==> src/rtl/my_chip.sv <==
// my_chip: minimal multi-cycle 16-bit core with sixteen general registers.
// It has no program counter. The environment presents each instruction, and
// the immediate word for a load, on INSTRUCTION in step with the FSM.
//
// state | meaning
// ------+---------------------------------------------------------------
// T0    | fetch/decode: latch opcode/rx/ry, branch on opcode
// LD    | load data cycle: R[rx] <= INSTRUCTION, done pulse
// MV    | move: R[rx] <= R[ry], done pulse
// T1    | capture A <= R[rx]
// T2    | capture G <= A op R[ry]
// T3    | write back: R[rx] <= G, done pulse
module my_chip #(
  parameter int REG_WIDTH = 16,
  parameter int NUM_REGS  = 16
) (
  input  logic [REG_WIDTH-1:0] INSTRUCTION,
  input  logic                 clk,
  input  logic                 reset,
  output logic                 done,
  output logic [REG_WIDTH-1:0] bus
);

  typedef enum logic [2:0] {
    S_T0 = 3'd0,
    S_LD = 3'd1,
    S_MV = 3'd2,
    S_T1 = 3'd3,
    S_T2 = 3'd4,
    S_T3 = 3'd5
  } state_t;

  localparam logic [2:0] OP_LOAD = 3'b000;
  localparam logic [2:0] OP_MOV  = 3'b001;
  localparam logic [2:0] OP_ADD  = 3'b010;
  localparam logic [2:0] OP_SUB  = 3'b011;
  localparam logic [2:0] OP_XOR  = 3'b100;

  state_t                 state;
  state_t                 state_nxt;
  logic [2:0]             opcode;
  logic [3:0]             rx;
  logic [3:0]             ry;
  logic [REG_WIDTH-1:0]   rf [NUM_REGS];
  logic [REG_WIDTH-1:0]   a_reg;
  logic [REG_WIDTH-1:0]   g_reg;
  logic [REG_WIDTH-1:0]   alu_res;

  // The top five instruction bits carry no meaning.
  logic unused_ok;
  assign unused_ok = ^INSTRUCTION[REG_WIDTH-1:11];

  // State register; reset aborts any instruction in flight.
  always_ff @(posedge clk) begin
    if (reset) state <= S_T0;
    else       state <= state_nxt;
  end

  // Next-state decode and write-back outputs. done and bus are asserted only
  // in the single write-back cycle of each instruction.
  always_comb begin
    state_nxt = state;
    done      = 1'b0;
    bus       = '0;
    case (state)
      S_T0: begin
        case (INSTRUCTION[10:8])
          OP_LOAD:                state_nxt = S_LD;
          OP_MOV:                 state_nxt = S_MV;
          OP_ADD, OP_SUB, OP_XOR: state_nxt = S_T1;
          default:                state_nxt = S_T0;
        endcase
      end
      S_LD: begin
        done      = 1'b1;
        bus       = INSTRUCTION;
        state_nxt = S_T0;
      end
      S_MV: begin
        done      = 1'b1;
        bus       = rf[ry];
        state_nxt = S_T0;
      end
      S_T1: state_nxt = S_T2;
      S_T2: state_nxt = S_T3;
      S_T3: begin
        done      = 1'b1;
        bus       = g_reg;
        state_nxt = S_T0;
      end
      default: state_nxt = S_T0;
    endcase
  end

  // ALU; operands come from A (old rx value) and R[ry], so rx == ry works.
  always_comb begin
    alu_res = a_reg;
    case (opcode)
      OP_ADD:  alu_res = a_reg + rf[ry];
      OP_SUB:  alu_res = a_reg - rf[ry];
      OP_XOR:  alu_res = a_reg ^ rf[ry];
      default: alu_res = a_reg;
    endcase
  end

  // Datapath: instruction latch, A/G capture and register-file write-back.
  always_ff @(posedge clk) begin
    if (reset) begin
      opcode <= '0;
      rx     <= '0;
      ry     <= '0;
      a_reg  <= '0;
      g_reg  <= '0;
      for (int i = 0; i < NUM_REGS; i++) rf[i] <= '0;
    end else begin
      if (state == S_T0) begin
        opcode <= INSTRUCTION[10:8];
        rx     <= INSTRUCTION[7:4];
        ry     <= INSTRUCTION[3:0];
      end
      if (state == S_T1) a_reg <= rf[rx];
      if (state == S_T2) g_reg <= alu_res;
      if (done)          rf[rx] <= bus;
    end
  end

endmodule

==> config.mk <==
export PLATFORM = sky130hd
export DESIGN_NAME = my_chip
export DESIGN_NICKNAME = d
export VERILOG_FILES = /design/src/rtl/my_chip.sv
export SDC_FILE = /design/constraint.sdc
export NUM_CORES = 1
export LEC_CHECK = 0
export BUFFER_PORTS_ARGS = -buffer_cell sky130_fd_sc_hd__buf_2
export CORE_MARGIN = 8
export CORE_UTILIZATION = 68
export DETAILED_ROUTE_END_ITERATION = 6
export PLACE_DENSITY = 0.85
export SLEW_MARGIN = 20
export SYNTH_ARGS = -nofsm -noshare
export SYNTH_HDL_FRONTEND = slang
export SYNTH_SLANG_ARGS = --single-unit
==> constraint.sdc <==
create_clock -name clk -period 8.84 [get_ports clk]
set_input_delay 0.442 -clock clk [delete_from_list [all_inputs] [get_ports clk]]
set_output_delay 0.442 -clock clk [all_outputs]
set_load 0.005 [all_outputs]
==> results of run 1 <==
[metrics by stage]
stage / power [mW] / hold slack, ns / instances / worst slack [ns]
after floorplan: 2.19 / 0.432 / 1301 / 4.86
after global placement: 2.35 / 0.441 / 1578 / 3.39
after global routing: 3.75 / 0.158 / 1634 / 2.70
final: 3.67 / 0.133 / 1634 / 3.00
after detailed placement: 2.37 / 0.449 / 1578 / 3.24
after CTS: 3.63 / 0.131 / 1634 / 3.16
[per-layer routing]
metal	routed length, µm	track usage
met2	22700	0.542
met3	8060	0.108
met4	3540	0.183
met5	0	0
met1	15400	0.418
[cells in the mapped netlist, drive strengths merged, types with 2 or more instances]
master and number:
nor3 22, inv 22, a31oi 4, xor2 10
mux4 145, mux2i 19, o21ai 18, ha 16
a21oi 58, nor4 2, edfxtp 256, clkbuf 81
and3 3, buf 34, o31ai 4, nand3 10
nand2 103, o41ai 2, a22oi 8, o22a 9
dfxtp 50, a211oi 12, o21a 3, a22o 10
and2 5, o211ai 6, o211a 2, a221o 3
a221oi 12, o311ai 3, nor3b 2, a21o 2
nor2b 7, or3 6, nand2b 21, xnor2 15
nor2 306
[layout make-up]
cell class	count	area [µm²]
Inverter	22	82.6
Clock buffer	35	791
Fill cell	1469	6260
Multi-Input combinational cell	858	7190
Tap cell	324	405
Clock inverter	21	183
Sequential cell	306	8700
Timing Repair Buffer	68	425
[worst max path at each step]
stage               from         to  cells after the start  slack, ns
CTS                 flop  g_reg[15]                     17       3.16
floorplan           flop  g_reg[15]                     18       4.86
detailed placement  flop  g_reg[15]                     17       3.24
global placement    flop  g_reg[15]                     17       3.39
finish              flop  g_reg[15]                     17       3.00
global route        flop  g_reg[15]                     17       2.70
[cell families (layout without fill, tap and decap cells)]
family          Yosys count  in the layout
mux                     165            165
flops                   306            306
compound gates          160            160
xor+xnor                 25             25
fa+ha+maj                17             17
simple gates            491            491
buf+inv                 137            146
[power breakdown]
group          leakage (nW)  total (mW)  internal, mW  switching (mW)
logic                  2.53       0.702         0.283           0.419
registers              3.05        1.68          1.62          0.0625
clock network         0.464        1.29         0.726           0.563
[worst max-delay path: stages, from the launching register on]
cell      delay, ns
dfxtp_4        0.93
buf_4          0.58
mux4_1         0.67
a221oi_2       0.60
ha_1           0.35
nand2_1        0.05
o21ai_0        0.15
inv_1          0.10
ha_1           0.22
nor2b_1        0.15
o31a_1         0.27
o21ai_0        0.28
a211o_1        0.25
a211oi_1       0.12
nor3_1         0.43
nor3_1         0.12
a211oi_1       0.28
o31ai_1        0.11
==> results.toml, run 1 <==
[sta]
finalCriticalPeriod_ns = 5.84
hold_viol_final = 0
tightest_slew_ns = 1.21
fmax_ghz = 0.171
fin_skew_ns = 0.0119
rsz0062_at_grt = "no"
setup_viol = 0
final_max_slew_viol_count = 0
slew_headroom = 0.192
fin_setup_tns_ns = 0
min_period_over_period = 0.660

[hold_path]
worstHoldEndpoint = "rx[1]"
hold_class = "in2reg"
min_path_cells = 3
hp-start = "INSTRUCTION[5]"

[clock_network]
clock_latency_ns = 0.57
hold_buffers = 0
cts-buffers-inserted = 31
cts_sinks = 306
htreeDepth = 1
post-cts-setup-buffers = 0
cts_tree = "done"
cts_buffer_depth = 3
cts_resized = 0
clock_tree.root_cell = "clkbuf_16"
clk_pin_slew_ns = 0.06

[synthesis]
synthTopCellsByArea = "edfxtp_1 (47%), mux4_2 (19%), nor2_1 (7.0%)"
synth_edf_count = 256
yosysSeqAreaShare = 0.528
synth_xor_area_frac = 0.0133
ys_ff_latch = 306
synth_top_area_frac = 0.467
synthArstFlopShare = 0
syn-cell-area_um2 = 16400
synthAdderAreaFrac = 0.0134
yosysWarnings = 0
muxShareOfSynthArea = 0.212
synth-main-ff-cell = "edfxtp_1"
synth_cells = 1301
yosysTopAreaCell = "edfxtp_1"
synth-simple-area-share = 0.124
synth-compound-area-share = 0.0730
synth_top_family_by_area = "multiplexers"
synthesis.nets = 1336
synth_area_per_cell_um2 = 12.6
synth_cell_types = 61

[routing]
post_drt_wl_per_cell_um = 30.4
vias_per_cell = 7.51
routed_wl_mm = 49.7
drtIter0Drc = 1983
drcViolationCount = 0
vias = 12300
ant_nets = 0
first_pass_iters = 7

[worst_setup_path]
path_max_fanout = 41
reg2reg_depth = 17
critPathRequiredTime_ns = 9.27
crit_path_start_kind = "flop"
worstSetupEndpointType = "flop"
reg2reg_slack_ns = 3.00
crit_arrival_ns = 6.27
crit_type = "reg2reg"
r2r_end = "g_reg[15]"

[layout]
layout.nets = 1322
final_util = 0.740
final_area_um2 = 17800
layout_commonest_cell = "nor2_1"
largest_reg_flops = 256
final_cell_mix = "nor2_1 (305), edfxtp_1 (256), mux4_2 (139)"
num_antenna_cells = 0
flow.area_growth_from_synthesis_pct = 8.07
drive_gt1_frac = 0.217

[placement]
gp_congestion = 0.963
portBuffers = 34
dpl.hpwl_mm = 29.5
place_area_um2 = 16800

[floorplanning]
die-width_um = 172
die-area_um2 = 29400
die-height_um = 172
start_util = 0.684
core-area_um2 = 24000
rows = 57
io_pins = 35

[global_route]
antenna_found_initial = 0
grt_usage = 0.342
grt_pass1_wl_mm = 73.4
overflow = 0
grt_max_degree = 67
grt_pass1_vias = 12300

[power_and_ir_drop]
power_density_nw_per_um2 = 207
vdd_drop_max_mv = 0.279
power.leakage_nw = 6.05

[status]
status = "finished, final reports clean"

[run]
max-cap-violations = 0
Note: power is estimated with default switching activity, not from simulation.
==> run 2: changes to the inputs <==
--- a/config.mk
+++ b/config.mk
@@ -5,11 +5,12 @@
 export SDC_FILE = /design/constraint.sdc
 export NUM_CORES = 1
 export LEC_CHECK = 0
+export ABC_AREA = 1
 export BUFFER_PORTS_ARGS = -buffer_cell sky130_fd_sc_hd__buf_2
 export CORE_MARGIN = 8
-export CORE_UTILIZATION = 68
+export CORE_UTILIZATION = 57
 export DETAILED_ROUTE_END_ITERATION = 6
-export PLACE_DENSITY = 0.85
+export PLACE_DENSITY = 0.76
 export SLEW_MARGIN = 20
 export SYNTH_ARGS = -nofsm -noshare
 export SYNTH_HDL_FRONTEND = slang
==> constraint.sdc (replaced) <==
create_clock -name clk -period 5.24 [get_ports clk]
set_input_delay 0.262 -clock clk [delete_from_list [all_inputs] [get_ports clk]]
set_output_delay 0.262 -clock clk [all_outputs]
set_load 0.005 [all_outputs]
==> run 2 against run 1 <==
  * Total power increased by 82%
  * Clock skew increased by 0.0040 ns
  * Routed wire length increased by 14%
  * Core utilization decreased by 12 points
  * Flip-flop and latch count unchanged
  * Clock-buffer cell count increased by 11
  * Synthesized area increased by 4.4%
  * Cell area increased by 4.1%
  * Maximum frequency increased by 32%
  * Combinational power increased by 120%
  * Global-route usage decreased by 3.0 points
==> results.toml, run 2 <==
[floorplanning]
die-width_um = 190
core-area_um2 = 29600
start_util = 0.579
die-height_um = 190
io_pins = 35
die-area_um2 = 35900
rows = 63

[layout]
final_cell_mix = "nand2_1 (441), nor2_1 (310), edfxtp_1 (256)"
fillers = 2563
layout_commonest_cell = "nand2_1"
drive_gt1_frac = 0.0822
largest_reg_flops = 256
layout.nets = 2078
register_area_um2 = 8690
multiInputGateArea_um2 = 6840
num_antenna_cells = 0
flow.area_growth_from_synthesis_pct = 7.80

[synthesis]
muxShareOfSynthArea = 0
syn-cell-area_um2 = 17200
synth_xor_area_frac = 0.00765
synth-simple-area-share = 0.242
synth_cells = 2068
yosysSeqAreaShare = 0.506
yosysWarnings = 0
synth-main-ff-cell = "edfxtp_1"
synthArstFlopShare = 0
synth_cell_types = 45
synthesis.nets = 2103
synth_edf_count = 256
synthAdderAreaFrac = 0.0128
synthTopCellsByArea = "edfxtp_1 (45%), nand2_1 (9.7%), nor2_1 (6.8%)"
synth_top_family_by_area = "simple AND/OR/NAND/NOR gates"
synth-compound-area-share = 0.134
synth_area_per_cell_um2 = 8.30
synth_common_cells = "nand2_1 (443), nor2_1 (313), edfxtp_1 (256)"
ys_ff_latch = 306
synth_most_common_cell = "nand2_1"
synth_top_area_frac = 0.448
yosysTopAreaCell = "edfxtp_1"

[worst_setup_path]
path_max_fanout = 66
critPathBufInv = 3
crit_path_start_kind = "flop"
critPathMaxStageDelay_ns = 0.56
cpMostUsedCell = "nand3_1"
crit_arrival_ns = 4.87
critPathSlowestCell = "inv_4"
cp_cell_sequence = "inv_4, buf_4, nand2_1, nand3_1, nand3_1, nand3_1, nand2_1, nor4_1, o21ai_1, xnor2_1, ha_1, nand2_1, inv_1, a221oi_1, nand3_1, nand3_1, nand3_1, a21oi_1"
reg2reg_slack_ns = 0.83
cpLargestDelayFamily = "simple AND/OR/NAND/NOR gates"
worstSetupEndpointType = "flop"
critPathRequiredTime_ns = 5.69
crit_type = "reg2reg"

[global_route]
antenna_found_initial = 0
overflow = 0
grt_usage = 0.312
grt_max_degree = 152
grt_pass1_wl_mm = 87.0
grt_pass1_vias = 15400

[sta]
fin_setup_tns_ns = 0
hold_viol_final = 0
final_max_slew_viol_count = 0
tightest_slew_ns = 1.16
fin_skew_ns = 0.0159
slew_headroom = 0.224
rsz0062_at_grt = "no"
fmax_ghz = 0.227
setup_viol = 0
hold_slack_ns = 0.0226
min_period_over_period = 0.842
finalCriticalPeriod_ns = 4.41
timing.final.ws_setup_ns = 0.829

[placement]
portBuffers = 34
dpl.hpwl_mm = 35.1
gp_congestion = 0.950
place_ws_ns = 1.09

[clock_network]
clock_tree.root_cell = "clkbuf_16"
clk_pin_slew_ns = 0.06
clock_latency_ns = 0.53
cts-buffers-inserted = 35
cts_sinks = 306
hold_buffers = 0
cts_tree = "done"
post-cts-setup-buffers = 0
cts_resized = 0
cts_buffer_depth = 3
htreeDepth = 2

[power_and_ir_drop]
power_density_nw_per_um2 = 360
vdd_drop_max_mv = 0.302
power.leakage_nw = 7.34

[routing]
drcViolationCount = 0
post_drt_wl_per_cell_um = 23.1
vias_per_cell = 6.45
first_pass_iters = 6
routed_wl_mm = 56.9
vias = 15900
drtIter0Drc = 2250
ant_nets = 0

[run]
max-cap-violations = 0

[status]
status = "finished, final reports clean"

[hold_path]
hold_class = "in2reg"
-- run 2: changes by cell type in the layout (fill, tap and decap cells not counted), sizes merged, moves of 18 or more --
cell	delta
a22oi	+72
nand3	+199
nor3	-18
nand2	+351
nand2b	-21
inv	+235
a41oi	+20
mux4	-145
o211ai	+45
o21ai	+48
o221ai	+48
mux2i	-19
-- run 2: final timing paths --
path,startpoint,end,cells after the start
setup reg to reg,flop,g_reg[15],18
setup / recovery,flop,g_reg[15],18
hold / removal,INSTRUCTION[1],flop,3
hold reg to reg,opcode[1],opcode[1],2
-- run 2: layer usage --
metal  share of wire  global-route usage
met5               0                   0
met3            0.12              0.0644
met4           0.057               0.180
met1            0.36               0.386
met2            0.46               0.503
-- run 2: cell type report --
cell class,count,area share
Timing Repair Buffer,74,0.0261
Inverter,255,0.0518
Tap cell,390,0.0264
Clock inverter,17,0.00703
Clock buffer,46,0.0496
Multi-Input combinational cell,1371,0.369
Sequential cell,306,0.470
-- run 2: kinds of logic (layout without fill, tap and decap cells) --
group / Yosys count / count (layout)
AND/OR/NAND/NOR: 1006 / 1006
buffers and inverters: 391 / 392
flip-flops: 306 / 306
XOR/XNOR: 15 / 15
adder cells (fa/ha/maj): 17 / 17
AO/OA/AOI/OAI: 333 / 333
-- run 2: through the flow --
step | instance area [µm²] | utilization | std cells | power [mW]
2_1_floorplan | 17200 | - | 2068 | 3.91
3_5_place_dp | 17500 | 0.589 | 2396 | 4.36
5_1_grt | 18500 | 0.624 | 2459 | 6.89
4_1_cts | 18500 | 0.624 | 2459 | 6.61
3_3_place_gp | 17500 | 0.589 | 2396 | 4.33
6_report | 18500 | 0.624 | 2459 | 6.67
-- run 2: worst register-to-register path: cells and delay by family (launching register included) --
kind | cells | cell delay (ns)
simple gates | 10 | 1.72
fa+ha+maj | 1 | 0.33
xor+xnor | 1 | 0.14
compound gates | 3 | 0.61
flops | 1 | 0.36
buf+inv | 3 | 1.19
-- run 2: power breakdown --
group,leakage [nW],internal [mW],switching [mW],total [mW]
combinational,3.79,0.427,1.15,1.57
clock,0.499,1.29,1.01,2.30
sequential,3.05,2.74,0.0584,2.80
total,7.34,4.46,2.21,6.67
==> run 3: changes to the inputs <==
--- a/config.mk
+++ b/config.mk
@@ -5,7 +5,7 @@
 export SDC_FILE = /design/constraint.sdc
 export NUM_CORES = 1
 export LEC_CHECK = 0
-export ABC_AREA = 1
+export ABC_AREA = 0
 export BUFFER_PORTS_ARGS = -buffer_cell sky130_fd_sc_hd__buf_2
 export CORE_MARGIN = 8
 export CORE_UTILIZATION = 57
==> constraint.sdc (replaced) <==
create_clock -name clk -period 3.6 [get_ports clk]
set_input_delay 0.18 -clock clk [delete_from_list [all_inputs] [get_ports clk]]
set_output_delay 0.18 -clock clk [all_outputs]
set_load 0.005 [all_outputs]
==> run 3 against run 2 <==
  * The run now ends with negative setup slack left
  * First-iteration DRC count fell by 16%
  * Hold slack better by 0.023 ns
  * Maximum frequency up 8.7%
  * Global-route usage fell by 3.1 points
  * Combinational power is 41% higher
  * Highest routed layer is now met5
==> results.toml, run 3 (synthesis results as in run 1) <==
[sta]
setup_viol = 11
fin_setup_tns_ns = -3.18
rsz0062_at_grt = "yes"
min_period_over_period = 1.13
fmax_ghz = 0.246
slew_headroom = 0.230
hold_slack_ns = 0.0457
tightest_slew_ns = 1.15
timing.final.ws_setup_ns = -0.459
fin_skew_ns = 0.0167
finalCriticalPeriod_ns = 4.06
hold_viol_final = 0
final_max_slew_viol_count = 0

[worst_setup_path]
reg2reg_depth = 16
crit_type = "reg2reg"
worstSetupEndpointType = "flop"
critPathRequiredTime_ns = 3.99
path_max_fanout = 7
crit_path_start_kind = "flop"
crit_arrival_ns = 4.45

[layout]
flow.area_growth_from_synthesis_pct = 18.6
register_area_um2 = 8700
layout.nets = 1479
multiInputGateArea_um2 = 7380
final_area_um2 = 19500
final_cells = 1853
largest_reg_flops = 256
fillers = 2013
final_cell_mix = "nor2_1 (301), edfxtp_1 (256), buf_4 (160)"
num_antenna_cells = 0
drive_gt1_frac = 0.314
layout_commonest_cell = "nor2_1"

[routing]
drtIter0Drc = 1879
post_drt_wl_per_cell_um = 25.8
vias = 12200
drcViolationCount = 0
routed_wl_mm = 47.7
first_pass_iters = 6
vias_per_cell = 6.61
ant_nets = 0

[status]
violations = "negative setup slack"
status = "complete, but fails checks"

[clock_network]
cts_tree = "done"
clock_tree.root_cell = "clkbuf_16"
htreeDepth = 2
cts-buffers-inserted = 35
clk_pin_slew_ns = 0.06
cts_buffer_depth = 3
clock_latency_ns = 0.52
cts_sinks = 306

[power_and_ir_drop]
p_total_mw = 9.79
power.leakage_nw = 6.95
power_density_nw_per_um2 = 502
vdd_drop_max_mv = 0.345

[global_route]
antenna_found_initial = 1
overflow = 0
grt_max_degree = 73
grt_pass1_vias = 12300
grt_pass1_wl_mm = 72.7
grt_usage = 0.281

[hold_path]
hold_class = "in2reg"
min_path_cells = 3

[floorplanning]
die-width_um = 186
start_util = 0.576
die-height_um = 186
core-area_um2 = 28500
die-area_um2 = 34600
io_pins = 35
rows = 62

[placement]
place_area_um2 = 18000
dpl.hpwl_mm = 32.0
portBuffers = 34
gp_congestion = 0.949
dp_cells = 1763

[run]
max-cap-violations = 0
run 3: changes by cell type in the layout (fill, tap and decap cells not counted), sizes merged, moves of 45 or more:
| cell | change |
|---|---|
| nand3 | -199 |
| nand2 | -351 |
| o211ai | -45 |
| inv | -235 |
| buf | +137 |
| o21ai | -48 |
| mux4 | +145 |
| a22oi | -72 |
| o221ai | -48 |
run 3: through the flow:
step | utilization | worst slack (ns)
floorplan | - | -0.207
global placement | 0.630 | -0.495
detailed placement | 0.630 | -0.606
CTS | 0.678 | -0.449
global route | 0.683 | -0.598
finish | 0.683 | -0.459
run 3: layer usage:
layer / up-vias / global-route usage / share of wire
li1: 5151 / - / -
met1: 6097 / 0.365 / 0.36
met2: 853 / 0.457 / 0.48
met3: 145 / 0.0671 / 0.12
met4: 2 / 0.104 / 0.038
met5: - / 0 / 0.00025
run 3: final cells by class:
cell class              instances  area share
well taps                     384      0.0246
flip-flops and latches        306       0.446
repair buffers                221      0.0895
inverters                      22     0.00423
clock buffers                  46      0.0482
multi-input cells             858       0.378
clock inverters                16     0.00911
run 3: critical path, stage by stage (launching register included):
cell      delay, ns
dfxtp_4        0.43
buf_6          0.14
mux4_2         0.50
a22o_1         0.26
a221o_1        0.30
nor3_2         0.21
a31oi_2        0.19
xor2_1         0.18
ha_1           0.36
o21a_1         0.18
nor2_4         0.05
a211o_1        0.30
a211oi_4       0.30
nor3_4         0.08
o211a_1        0.23
a211oi_2       0.13
o31ai_1        0.09
run 3: final timing paths:
path,from,to,slack [ns]
setup / recovery,flop,g_reg[15],-0.46
setup reg to reg,flop,g_reg[15],-0.46
hold reg to reg,ry[1],flop,0.45
hold / removal,INSTRUCTION[0],flop,0.05
run 3: power by group:
group | internal, mW | leakage [nW] | switching [mW]
sequential | 3.97 | 3.05 | 0.113
clock | 2.06 | 0.544 | 1.42
combinational | 1.04 | 3.36 | 1.17
run 3: what timing repair did:
| action | CTS | global route |
|---|---|---|
| endpoints found under the setup margin | 12 | 17 |
| endpoints found under the hold margin | 13 | 0 |
| hold buffers | 10 | 0 |
| buffers inserted | 11 | 7 |
| pin swaps | 30 | 21 |
| gates resized for setup | 19 | 27 |
